File: src/rtl/demux_1to4_dispatch_if.sv
// Handshake bundle between an upstream producer, the 1-to-4 dispatcher and
// its four consumers.
//   master : producer/consumer side (drives in_*, rr_mode, out_ready)
//   slave  : dispatcher side (drives in_ready, out_*, cur_dst, stall_flag)
interface demux_1to4_dispatch_if #(
  parameter int DW = 8
);
  logic          in_valid;
  logic          in_ready;
  logic [DW-1:0] in_data;
  logic [1:0]    in_sel;
  logic          rr_mode;
  logic [3:0]    out_valid;
  logic [3:0]    out_ready;
  logic [DW-1:0] out_data;
  logic [1:0]    cur_dst;
  logic          stall_flag;

  modport master (
    output in_valid, in_data, in_sel, rr_mode, out_ready,
    input  in_ready, out_valid, out_data, cur_dst, stall_flag
  );

  modport slave (
    input  in_valid, in_data, in_sel, rr_mode, out_ready,
    output in_ready, out_valid, out_data, cur_dst, stall_flag
  );
endinterface

File: src/rtl/demux_1to4_dispatch.sv
// Single-entry handshaked dispatcher feeding one of four consumers.
// A word accepted on in_valid/in_ready is held and offered (one-hot
// out_valid) to the consumer picked by in_sel (directed) or by an internal
// round-robin pointer (rr_mode=1). stall_flag rises when the held word has
// waited STALL_MAX cycles without being taken.
// Ports:
//   clk    rising-edge clock
//   rst_n  asynchronous active-low reset
//   bus    dispatcher side of demux_1to4_dispatch_if (slave modport)
module demux_1to4_dispatch #(
  parameter int DW        = 8,
  parameter int STALL_MAX = 15
) (
  input  logic                     clk,
  input  logic                     rst_n,
  demux_1to4_dispatch_if.slave     bus
);

  localparam int CW = $clog2(STALL_MAX + 1);

  typedef enum logic [0:0] {
    IDLE = 1'b0,
    HOLD = 1'b1
  } state_t;

  state_t        state_reg;
  logic [DW-1:0] data_reg;
  logic [1:0]    dst_reg;
  logic [1:0]    rr_ptr_reg;
  logic [3:0]    out_valid_reg;
  logic [CW-1:0] stall_cnt_reg;

  logic       deliver;
  logic       in_ready;
  logic       accept;
  logic [1:0] dst_next;

  // Deliver and accept may happen in the same cycle: the ready of the
  // current destination frees the register combinationally, giving full
  // back-to-back throughput.
  assign deliver  = (state_reg == HOLD) && bus.out_ready[dst_reg];
  assign in_ready = (state_reg == IDLE) || deliver;
  assign accept   = bus.in_valid && in_ready;
  assign dst_next = bus.rr_mode ? rr_ptr_reg : bus.in_sel;

  always_ff @(posedge clk or negedge rst_n) begin
    if (!rst_n) begin
      state_reg     <= IDLE;
      data_reg      <= '0;
      dst_reg       <= 2'd0;
      rr_ptr_reg    <= 2'd0;
      out_valid_reg <= 4'b0000;
      stall_cnt_reg <= '0;
    end else begin
      if (accept) begin
        state_reg     <= HOLD;
        data_reg      <= bus.in_data;
        dst_reg       <= dst_next;
        out_valid_reg <= 4'b0001 << dst_next;
        stall_cnt_reg <= '0;
        // 2-bit pointer wraps 3 -> 0 naturally
        if (bus.rr_mode) begin
          rr_ptr_reg <= rr_ptr_reg + 2'd1;
        end
      end else if (deliver) begin
        state_reg     <= IDLE;
        out_valid_reg <= 4'b0000;
        stall_cnt_reg <= '0;
      end else if ((state_reg == HOLD) && (stall_cnt_reg != CW'(STALL_MAX))) begin
        stall_cnt_reg <= stall_cnt_reg + CW'(1);
      end
    end
  end

  assign bus.in_ready   = in_ready;
  assign bus.out_valid  = out_valid_reg;
  assign bus.out_data   = data_reg;
  assign bus.cur_dst    = dst_reg;
  assign bus.stall_flag = (stall_cnt_reg == CW'(STALL_MAX));

endmodule

File: src/flat_wrapper.sv
// flat-port wrapper written by rule: the top's interface ports become plain ports
module demux_1to4_dispatch_flat 
#(
  parameter int DW        = 8,
  parameter int STALL_MAX = 15
)
  (clk, rst_n, bus_in_valid, bus_in_data, bus_in_sel, bus_rr_mode, bus_out_ready, bus_in_ready, bus_out_valid, bus_out_data, bus_cur_dst, bus_stall_flag);
  demux_1to4_dispatch_if #(.DW(DW)) bus_i ();
  input  logic clk;
  input  logic rst_n;
  input wire logic [$bits(bus_i.in_valid)-1:0] bus_in_valid;
  input wire logic [$bits(bus_i.in_data)-1:0] bus_in_data;
  input wire logic [$bits(bus_i.in_sel)-1:0] bus_in_sel;
  input wire logic [$bits(bus_i.rr_mode)-1:0] bus_rr_mode;
  input wire logic [$bits(bus_i.out_ready)-1:0] bus_out_ready;
  output wire logic [$bits(bus_i.in_ready)-1:0] bus_in_ready;
  output wire logic [$bits(bus_i.out_valid)-1:0] bus_out_valid;
  output wire logic [$bits(bus_i.out_data)-1:0] bus_out_data;
  output wire logic [$bits(bus_i.cur_dst)-1:0] bus_cur_dst;
  output wire logic [$bits(bus_i.stall_flag)-1:0] bus_stall_flag;
  assign bus_i.in_valid = bus_in_valid;
  assign bus_i.in_data = bus_in_data;
  assign bus_i.in_sel = bus_in_sel;
  assign bus_i.rr_mode = bus_rr_mode;
  assign bus_i.out_ready = bus_out_ready;
  assign bus_in_ready = bus_i.in_ready;
  assign bus_out_valid = bus_i.out_valid;
  assign bus_out_data = bus_i.out_data;
  assign bus_cur_dst = bus_i.cur_dst;
  assign bus_stall_flag = bus_i.stall_flag;
  demux_1to4_dispatch #(.DW(DW), .STALL_MAX(STALL_MAX)) u_core (.clk(clk), .rst_n(rst_n), .bus(bus_i));
endmodule
File: config.mk
export PLATFORM = sky130hd
export DESIGN_NAME = demux_1to4_dispatch_flat
export DESIGN_NICKNAME = d
export VERILOG_FILES = /design/src/rtl/demux_1to4_dispatch_if.sv /design/src/rtl/demux_1to4_dispatch.sv /design/src/flat_wrapper.sv
export SDC_FILE = /design/constraint.sdc
export NUM_CORES = 1
export LEC_CHECK = 0
export BUFFER_PORTS_ARGS = -buffer_cell sky130_fd_sc_hd__buf_2
export CORE_MARGIN = 10
export CORE_UTILIZATION = 49
export CTS_CLUSTER_DIAMETER = 60
export DETAILED_ROUTE_END_ITERATION = 16
export PLACE_DENSITY = 0.77
export SYNTH_ARGS = -nofsm -noshare
export SYNTH_HDL_FRONTEND = slang
export SYNTH_SLANG_ARGS = --single-unit
File: constraint.sdc
create_clock -name clk -period 2.08 [get_ports clk]
set_input_delay 0.208 -clock clk [delete_from_list [all_inputs] [get_ports clk]]
set_output_delay 0.208 -clock clk [all_outputs]
set_load 0.01 [all_outputs]
* Word-level counts from Yosys, hierarchy flattened
Index checks and enable logic that the tools add are counted.
Storage, ports and cells: input bits 18, word-level logic and storage cells 30, output and inout bits 16, bits in registers 21
Cells by class: eq/ne operators 2, add/subtract/negate cells 2, shifts and indexed selects 1, $lt $le $gt $ge 1, reductions and logical operators 7, muxes and demuxes 10, bitwise operators 1
Operator list (count):
- 4-bit 2-to-1 mux | 5
- 4-bit by 1-bit adder with 4-bit output, second input constant | 1
- 4-bit == test, second input constant | 1
- 4-bit inequality test, second input constant | 1
- 1-bit by 2-bit left shift with 4-bit output, first input constant | 1
- 1-bit logical AND | 3
- 2-bit by 3-bit less-than comparator with 1-bit output, second input constant | 1
- 1-bit 2-to-1 mux | 3
- 3-bit nonzero test | 1
- 2-bit by 1-bit adder with 2-bit output, second input constant | 1
- 1-bit binary-select mux with 2-bit select | 1
- 2-bit 2-to-1 mux | 1
- 2-bit AND reduction | 1
- 2-bit nonzero test | 1
- 1-bit logical OR | 1
- 1-bit NOT | 1

* Depth between registers and ports, before layout
Gate-level depths: netlist of run 1.
depth in word-level cells 6, gate-level depth with buffers 5, depth with buffers taken out 4

* Worst setup path before layout of run 1
Ideal clock, no wire load.
kind reg-to-reg, start point register u_core.dst_reg[0], in the netlist u_core.bus.cur_dst[0], end point register u_core.dst_reg[0], in the netlist u_core.bus.cur_dst[0], arrival 1.722 ns, path slack 0.234 ns, cell stages (with the launch flop) 5, library setup time 0.125 ns, buffers on the path 1, cells stage by stage dfrtp_1 mux4_1 buf_6 o21ai_4 mux2_2
Between the ends: cells in the longest elaborated chain, start to end 5
Ends and longest elaborated chain:
- start, declared | RTL line demux_1to4_dispatch.sv:28 | logic [1:0] dst_reg;
- start signal, assigned | RTL line demux_1to4_dispatch.sv:58 | dst_reg <= dst_next;
- 1-bit binary-select mux with 2-bit select | RTL line demux_1to4_dispatch.sv:41 | assign deliver = (state_reg == HOLD) && bus.out_ready[dst_reg];
- 1-bit 2-to-1 mux (implied by the code) | RTL line demux_1to4_dispatch.sv:41
- 1-bit logical AND | RTL line demux_1to4_dispatch.sv:41
- 1-bit logical OR | RTL line demux_1to4_dispatch.sv:42 | assign in_ready = (state_reg == IDLE) || deliver;
- 1-bit logical AND | RTL line demux_1to4_dispatch.sv:43 | assign accept = bus.in_valid && in_ready;
No other way between the ends. The select of a mux whose other input is x is not followed. A chain may end at the register's enable or synchronous reset.

* Final worst setup path of run 1
start point register u_core.dst_reg[0], in the netlist u_core.bus.cur_dst[0], end point register u_core.data_reg[2], in the netlist u_core.bus.out_data[2]
Between the ends: cells in the longest elaborated chain, start to end 5
Ends and longest elaborated chain:
- 1-bit binary-select mux with 2-bit select | RTL line demux_1to4_dispatch.sv:41
- 1-bit 2-to-1 mux (implied by the code) | RTL line demux_1to4_dispatch.sv:41
- 1-bit logical AND | RTL line demux_1to4_dispatch.sv:41
- 1-bit logical OR | RTL line demux_1to4_dispatch.sv:42
- 1-bit logical AND | RTL line demux_1to4_dispatch.sv:43
- end signal, assigned | RTL line demux_1to4_dispatch.sv:57 | data_reg <= bus.in_data;
- end, declared | RTL line demux_1to4_dispatch.sv:27 | logic [DW-1:0] data_reg;
No other way between the ends. The select of a mux whose other input is x is not followed.

==> flow_summary.toml, run 1 <==
[placement]
hpwlAfterDp_um = 1910
portBuffers = 33
gp_congestion = 0.757

[grt]
grt_pass1_wl_um = 4040
grt_pass1_vias = 909
grt_antenna_before_repair = 0
grt.total_usage_pct = 11.0
grt_max_degree = 22
grt-ovfl-total = 0

[sta]
finalCritPeriodShare_pct = 92.6
fin_tns_setup_ns = 0
max_freq_mhz = 519
slew_violations = 0
fin_crit_ns = 1.93
rsz0062_at_grt = "false"
setup_viol = 0
finalHoldViolCount = 0
fin_worst_skew_ns = 0.00797
tightest_slew_ns = 0.465
max_slew_margin_pct = 69.0

[synthesis]
yosysMostFrequentCell = "dfrtp_1"
synthMuxAreaShare_pct = 15.8
ys_warn_count = 0
synth_simple_gate_area_share_pct = 14.4
synth-seq-cells = 21
synth.top_cells.by_count = "dfrtp_1, mux2_2, nor2_1"
synth-compound-area-share_pct = 14.1
netlist_instances = 93
netlist.area_leader.share_pct = 48.4
synthXorXnorAreaFrac_pct = 2.42
synth.avg_cell_area_um2 = 11.7
syn_nets = 112
yosysUniqueCellTypes = 33
yosys.area.top_type = "dfrtp_1"
synth_area_um2 = 1090
synth_edf_count = 0
synth_area_leaders = "dfrtp_1, mux2_2, a221o_1"
async_reset_ff_share_pct = 100
synth_ff_type = "dfrtp_1"
synth-adder-area-share_pct = 1.15
synth_top_family_by_area = "multiplexers"
synth_seq_area_share_pct = 48.4

[critical_path]
crit_slowest_cell = "mux4_2"
crit_path_max_fanout = 10
end_kind = "flip-flop"
cp-start-kind = "flip-flop"
cpLargestDelayFamily = "multiplexers"
worst-setup-path-type = "reg2reg"
path_cells = "mux4_2 > buf_4 > o21ai_4 > mux2_2"
required_ns = 2.26
slowest_delay_ns = 0.58
path_buf_inv = 1
cp.arrival_ns = 2.11

[cts]
clock_path_buffers = 2
htreeDepth = 1
root_buffer = "clkbuf_4"
cts_sinks = 21
cts_made_buffers = 3
cts_tree = "yes"
path_clk_slew_ns = 0.12
clk_latency_ns = 0.29

[detailed_routing]
ant_nets = 0
wl_um = 2420
dr.pass1.iters = 5
top_layer_used = "met4"
drt-initial-drc-count = 42
drc = 0
m1WireLength_um = 1040
viasPerCell = 5.37
routed-wl-met3_um = 98
wl_per_cell_um = 15.3
met2WireLength_um = 1280
via_count = 849

[final_layout]
areaGrowthSynthToFinish_pct = 22.6
utilization_pct = 65.2
drive_above_1_share_pct = 45.8
largest_reg_flops = 8
antenna_cells = 0
nNetsFinal = 151

[floorplanning]
fp.dieArea_um2 = 4500
dieHeight_um = 67.1
core_um2 = 2040
initial_core_util_pct = 53.2
die_w_um = 67.1
rows = 16
io_pins = 34

[worst_hold_path]
worstHoldPathType = "in2reg"

[job]
drv_cap = 0

[power]
peakVddDrop_v = 0.000741
switching_share_pct = 37.0
intPower_uw = 1060
p_seq_share_pct = 43.0
power_density_nw_per_um2 = 1270
p_comb_share_pct = 45.7
p_switching_uw = 623
power_leakage_uw = 0.000631
power_frac_clock_pct = 11.3

[status]
status = "completed"
## per-layer routing
layer	up-vias	track usage, %
li1	422	-
met1	411	12.8
met2	14	19.2
met3	2	2.84
met4	0	3.33
met5	-	0
## cells in the final DEF (no fill, tap or decap), drive strengths merged, types with 2 or more instances in the layout
cell type / Yosys / final
nand2: 6 / 6
buf: 2 / 38
clkbuf: 3 / 4
or3b: 2 / 2
or3: 2 / 2
mux2: 12 / 12
o211ai: 2 / 2
xnor2: 3 / 3
a32o: 2 / 2
a221o: 3 / 3
inv: 4 / 4
nor2: 8 / 8
dfrtp: 21 / 21
nand3b: 2 / 2
nor3b: 2 / 2
a311oi: 3 / 3
## stage by stage
step	worst slack (ns)	area [µm²]	std cells	hold slack, ns	total power, µW
after floorplan	0.234	1090	93	-0.0876	1180
after global placement	0.210	1270	150	0.180	1430
after detailed placement	0.144	1270	150	0.192	1460
after CTS	0.0432	1310	155	0.139	1660
after global routing	0.0411	1330	158	0.133	1830
final	0.155	1330	158	0.147	1690
## what timing repair did
action / in CTS / in global routing
resized for setup: 1 / 1
endpoints found under the setup margin: 1 / 1
setup buffers: 0 / 3
hold endpoints to repair: 21 / 0
hold buffers: 1 / 0
## worst paths after layout
check	startpoint	cells past startpoint	to	slack, ns
worst max-delay path	u_core.bus.cur_dst[0]	4	u_core.bus.out_data[2]	0.15
worst min-delay path	bus_in_data[3]	2	u_core.bus.out_data[3]	0.15
worst max register to register	u_core.bus.cur_dst[0]	4	u_core.bus.out_data[2]	0.15
worst min register to register	u_core.bus.out_data[3]	1	u_core.bus.out_data[3]	0.51
max in group asynchronous	rst_n	2	u_core.bus.out_data[4]	1.38
min in group asynchronous	rst_n	2	u_core.bus.out_valid[2]	0.38
## worst reg2reg max path: cells and delay by family (launching register included)
kind / cells / cell delay (ns)
mux: 2 / 0.96
flops: 1 / 0.40
compound gates: 1 / 0.29
buf+inv: 1 / 0.17
## layout make-up
type | count | area (µm²)
timing repair buffer | 39 | 213
sequential | 21 | 526
tap | 27 | 33.8
fill | 179 | 711
clock buffer | 4 | 26.3
multi-input combinational | 63 | 518
inverter | 4 | 15.0
## cells by family after synthesis
family	count (synthesis)
xor+xnor	3
fa+ha+maj	1
simple gates	28
compound gates	17
flops	21
mux	14
buf+inv	9
## power by group through the flow
stage	Combinational (µW)	Clock, µW	Sequential (µW)
floorplan	416	0	765
global route	854	218	763
CTS	735	196	724
global placement	708	0	719
finish	771	190	725
detailed placement	728	0	731
(Power assumes the default switching activity.)
==> run 2, diff against run 1 <==
Settings changed: CORE_MARGIN 10 to unset.
==> run 2 against run 1 <==
- wire length shrank 14%
- sequential power about the same
- clock-buffer cell count did not move
- non-clock buffer count down 3
- critical path type is now reg2out
- critical endpoint is now bus_in_ready
- die area fell by 46%
==> flow_summary.toml, run 2 (synthesis gave the netlist of run 1 again) <==
[status]
status = "completed"

[cts]
htreeDepth = 1
postCtsHoldBufs = 1
cts_resized = 0
clk_latency_ns = 0.29
post-cts-setup-buffer-count = 0
cts_sinks = 21
cts_made_buffers = 3
root_buffer = "clkbuf_4"
cts_tree = "yes"
clock_path_buffers = 2
path_clk_slew_ns = 0.11

[floorplanning]
core_um2 = 2020
initial_core_util_pct = 53.7
rows = 16
dieHeight_um = 49.1
fp.dieArea_um2 = 2410
die_w_um = 49.1
io_pins = 34

[placement]
gp_congestion = 0.710
hpwlAfterDp_um = 1610
dpl_cell_area_um2 = 1270
portBuffers = 33

[final_layout]
utilization_pct = 64.8
fillers = 171
areaGrowthSynthToFinish_pct = 20.6
drive_above_1_share_pct = 43.0
mostFrequentLayoutCells = "buf_2, dfrtp_1, mux2_2"
nNetsFinal = 148
largest_reg_flops = 8
final_common_cell = "buf_2"
antenna_cells = 0
stdcell_area_um2 = 1310

[detailed_routing]
wl_per_cell_um = 13.5
drc = 0
viasPerCell = 5.41
drt-initial-drc-count = 7
ant_nets = 0
dr.pass1.iters = 3
wl_um = 2090
via_count = 838

[sta]
fin_worst_skew_ns = 0.00242
fin_hold_ws_ns = 0.135
slew_violations = 0
setup_viol = 0
fin_tns_setup_ns = 0
finalHoldViolCount = 0
max_slew_margin_pct = 69.3
max_freq_mhz = 507
rsz0062_at_grt = "false"
finalCritPeriodShare_pct = 94.7
fin_crit_ns = 1.97
tightest_slew_ns = 0.460

[critical_path]
r2r_start = "u_core.bus.cur_dst[0]"
crit_path_max_fanout = 7
rrSetupSlack_ns = 0.15
worst-setup-path-type = "reg2out"
r2r-end = "u_core.bus.cur_dst[0]"
rr_worst_depth = 3
required_ns = 1.87
cp-start-kind = "flip-flop"
cp.arrival_ns = 1.76
end_kind = "primary output"

[power]
peakVddDrop_v = 0.000697
power_leakage_uw = 0.000620
power.total_uw = 1620
power_density_nw_per_um2 = 1230

[grt]
grt_pass1_wl_um = 3760
met3_usage_pct = 2.80
grt_antenna_before_repair = 0
grtUsageMet1_pct = 25.1
grtUsageMet2_pct = 35.6
grt_max_degree = 22
grt-ovfl-total = 0
top_usage_layer = "met2"
grt.total_usage_pct = 19.9
grt_pass1_vias = 833

[worst_hold_path]
min_to = "u_core.bus.out_data[6]"
worstHoldPathType = "in2reg"
hold_start = "bus_in_data[6]"
whs_path_depth = 2

[job]
drv_cap = 0
run 2: final cells by class:
cell class | count | area, µm² | area share [%]
clock buffers | 4 | 26.3 | 2.01
inverters | 4 | 15.0 | 1.15
multi-input cells | 63 | 519 | 39.6
flip-flops and latches | 21 | 526 | 40.1
well taps | 27 | 33.8 | 2.58
repair buffers | 36 | 190 | 14.5
run 2: worst max-delay path, cell delays in order (launching register included):
cell and delay [ns]:
dfrtp_1 0.39, mux4_1 0.70, nor2_1 0.19, inv_1 0.05, buf_2 0.13
run 2: worst max-delay path by stage:
stage | cells past startpoint | end | slack (ns) | start
2_1_floorplan | 4 | u_core.bus.cur_dst[0] | 0.23 | u_core.bus.cur_dst[0]
3_5_place_dp | 3 | u_core.bus.out_data[5] | 0.15 | u_core.bus.cur_dst[0]
6_report | 4 | bus_in_ready | 0.11 | u_core.bus.cur_dst[0]
3_3_place_gp | 3 | u_core.bus.cur_dst[0] | 0.21 | u_core.bus.cur_dst[0]
5_1_grt | 4 | bus_in_ready | 0.02 | u_core.bus.cur_dst[0]
4_1_cts | 4 | bus_in_ready | 0.08 | u_core.bus.cur_dst[0]
run 2: metal layers:
layer  up-vias  wire [µm]
met5         -          0
met3         2         42
met4         0         10
met1       410        918
met2        11       1120
li1        415          -
run 2: stage by stage:
step | std cells | worst slack (ns)
detailed placement | 150 | 0.151
global route | 155 | 0.0181
CTS | 155 | 0.0816
floorplan | 93 | 0.234
finish | 155 | 0.109
global placement | 150 | 0.210
run 2: power breakdown:
group	leakage (µW)	switching [µW]	internal, µW
Clock	0.0000150	116	74.6
Combinational	0.000348	333	368
Sequential	0.000257	145	579
Total	0.000620	594	1020
==> run 3, diff against run 2 <==
Settings changed: CORE_UTILIZATION 49 to 45, PLACE_DENSITY 0.77 to 0.75.
Clock period 2.08 ns to 1.81 ns, I/O delays scaled along.
==> run 3 against run 2 <==
- final cell count grew 3.9%
- total power grew 25%
- critical path depth stayed put
- sequential cell count stayed put
- die area increased by 8.5%
- clock-buffer cell count fell by 1
- wire length rose by 11%
- via count increased by 8.4%
- clock skew rose by 0.0041 ns
- clock power up 17%
- first-iteration DRC count increased by 71%
==> flow_summary.toml, run 3 (synthesis gave the netlist of run 1 again) <==
[detailed_routing]
ant_nets = 0
drt-initial-drc-count = 12
wl_um = 2310
via_count = 908
viasPerCell = 5.64
dr.pass1.iters = 4
wl_per_cell_um = 14.4
drc = 0

[final_layout]
areaGrowthSynthToFinish_pct = 27.4
nNetsFinal = 153
stdcell_area_um2 = 1380
finalNonFillerCells = 161
largest_reg_flops = 8
antenna_cells = 0
multiInputGateArea_um2 = 537
drive_above_1_share_pct = 48.9
seqCellArea_um2 = 526
final_common_cell = "buf_2"
mostFrequentLayoutCells = "buf_2, dfrtp_1, mux2_2"
utilization_pct = 62.0
fillers = 197

[placement]
pre_cts_ws_ns = -0.0146
portBuffers = 33
gp_congestion = 0.748
hpwlAfterDp_um = 1690
dpl_cell_area_um2 = 1270
dpl.cell_count = 151

[floorplanning]
fp.dieArea_um2 = 2610
dieHeight_um = 51.1
rows = 17
initial_core_util_pct = 48.6
core_um2 = 2230
io_pins = 34
die_w_um = 51.1

[sta]
tightest_slew_ns = 0.478
max_freq_mhz = 561
rsz0062_at_grt = "true"
max_slew_margin_pct = 68.1
fin_worst_skew_ns = 0.00655
setup_viol = 0
fin_ws_ns = 0.0289
fin_crit_ns = 1.78
finalCritPeriodShare_pct = 98.4
slew_violations = 0
fin_tns_setup_ns = 0
finalHoldViolCount = 0

[worst_hold_path]
hold_start = "bus_in_data[2]"
whs_path_depth = 2
worstHoldPathType = "in2reg"
min_to = "u_core.bus.out_data[2]"

[critical_path]
r2r-end = "u_core.bus.out_data[6]"
slowest_delay_ns = 0.60
r2r_start = "u_core.bus.cur_dst[0]"
cp.arrival_ns = 1.60
crit_slowest_cell = "mux4_2"
required_ns = 1.63
crit_path_max_fanout = 4
rrSetupSlack_ns = 0.04
path_cells = "mux4_2 > nor2_4 > inv_1 > buf_2"
cp-start-kind = "flip-flop"
end_kind = "primary output"
rr_worst_depth = 4
worst-setup-path-type = "reg2out"

[cts]
clk_latency_ns = 0.30
path_clk_slew_ns = 0.12
clock_path_buffers = 2
root_buffer = "clkbuf_4"
htreeDepth = 1
cts_made_buffers = 3
cts_tree = "yes"
cts_sinks = 21

[power]
peakVddDrop_v = 0.000810
power_density_nw_per_um2 = 1460
power_leakage_uw = 0.000653

[job]
drv_cap = 0

[status]
status = "completed"

[grt]
grt_pass1_wl_um = 3720
grt.total_usage_pct = 19.4
grt-ovfl-total = 0
grt_max_degree = 22
grt_pass1_vias = 873
grt_antenna_before_repair = 0
-- run 3: metal layers --
| metal | GRT usage, % | up-vias | wire (µm) | part of all wire [%] |
|---|---|---|---|---|
| met4 | 6.94 | 0 | 15 | 0.65 |
| li1 | - | 428 | - | - |
| met3 | 3.57 | 2 | 56 | 2.4 |
| met2 | 36.0 | 18 | 1300 | 56 |
| met1 | 22.0 | 460 | 942 | 41 |
| met5 | 0 | - | 0 | 0 |
-- run 3: critical path, delay by kind of cell (launching register included) --
family / cells / cell delay, ns
multiplexers: 1 / 0.60
buffers and inverters: 2 / 0.18
AND/OR/NAND/NOR: 1 / 0.13
flip-flops: 1 / 0.39
-- run 3: per-stage QoR --
step	hold slack, ns	total power [µW]
4_1_cts	0.0926	1960
3_3_place_gp	0.156	1620
6_report	0.101	2030
3_5_place_dp	0.165	1660
5_1_grt	0.0812	2150
2_1_floorplan	-0.115	1360
-- run 3: what timing repair did --
action	4_1_cts	5_1_grt
hold buffers	1	0
gates resized for setup	2	4
setup endpoints to repair	11	13
pin swaps	2	2
buffers inserted	3	2
endpoints found under the hold margin	21	0
-- run 3: layout make-up --
class	instances	share of cell area, %
repair buffers	41	17.6
multi-input cells	63	38.8
inverters	4	1.08
clock inverters	1	0.362
clock buffers	3	1.63
well taps	28	2.53
flip-flops and latches	21	38.0
-- run 3: worst max path at each step --
stage	start	endpoint	cells after the start
after floorplan	u_core.bus.cur_dst[0]	u_core.bus.cur_dst[0]	4
after global placement	u_core.bus.cur_dst[0]	u_core.bus.cur_dst[0]	3
after detailed placement	u_core.bus.cur_dst[0]	u_core.bus.out_data[6]	3
after CTS	u_core.bus.cur_dst[0]	u_core.bus.out_data[6]	3
after global routing	u_core.bus.cur_dst[0]	bus_in_ready	4
final	u_core.bus.cur_dst[0]	bus_in_ready	4
-- run 3: report_power, final --
group | switching (µW) | total [µW] | internal (µW)
Combinational | 456 | 979 | 523
Sequential | 158 | 823 | 666
Clock | 142 | 224 | 82.2
Total | 755 | 2030 | 1270
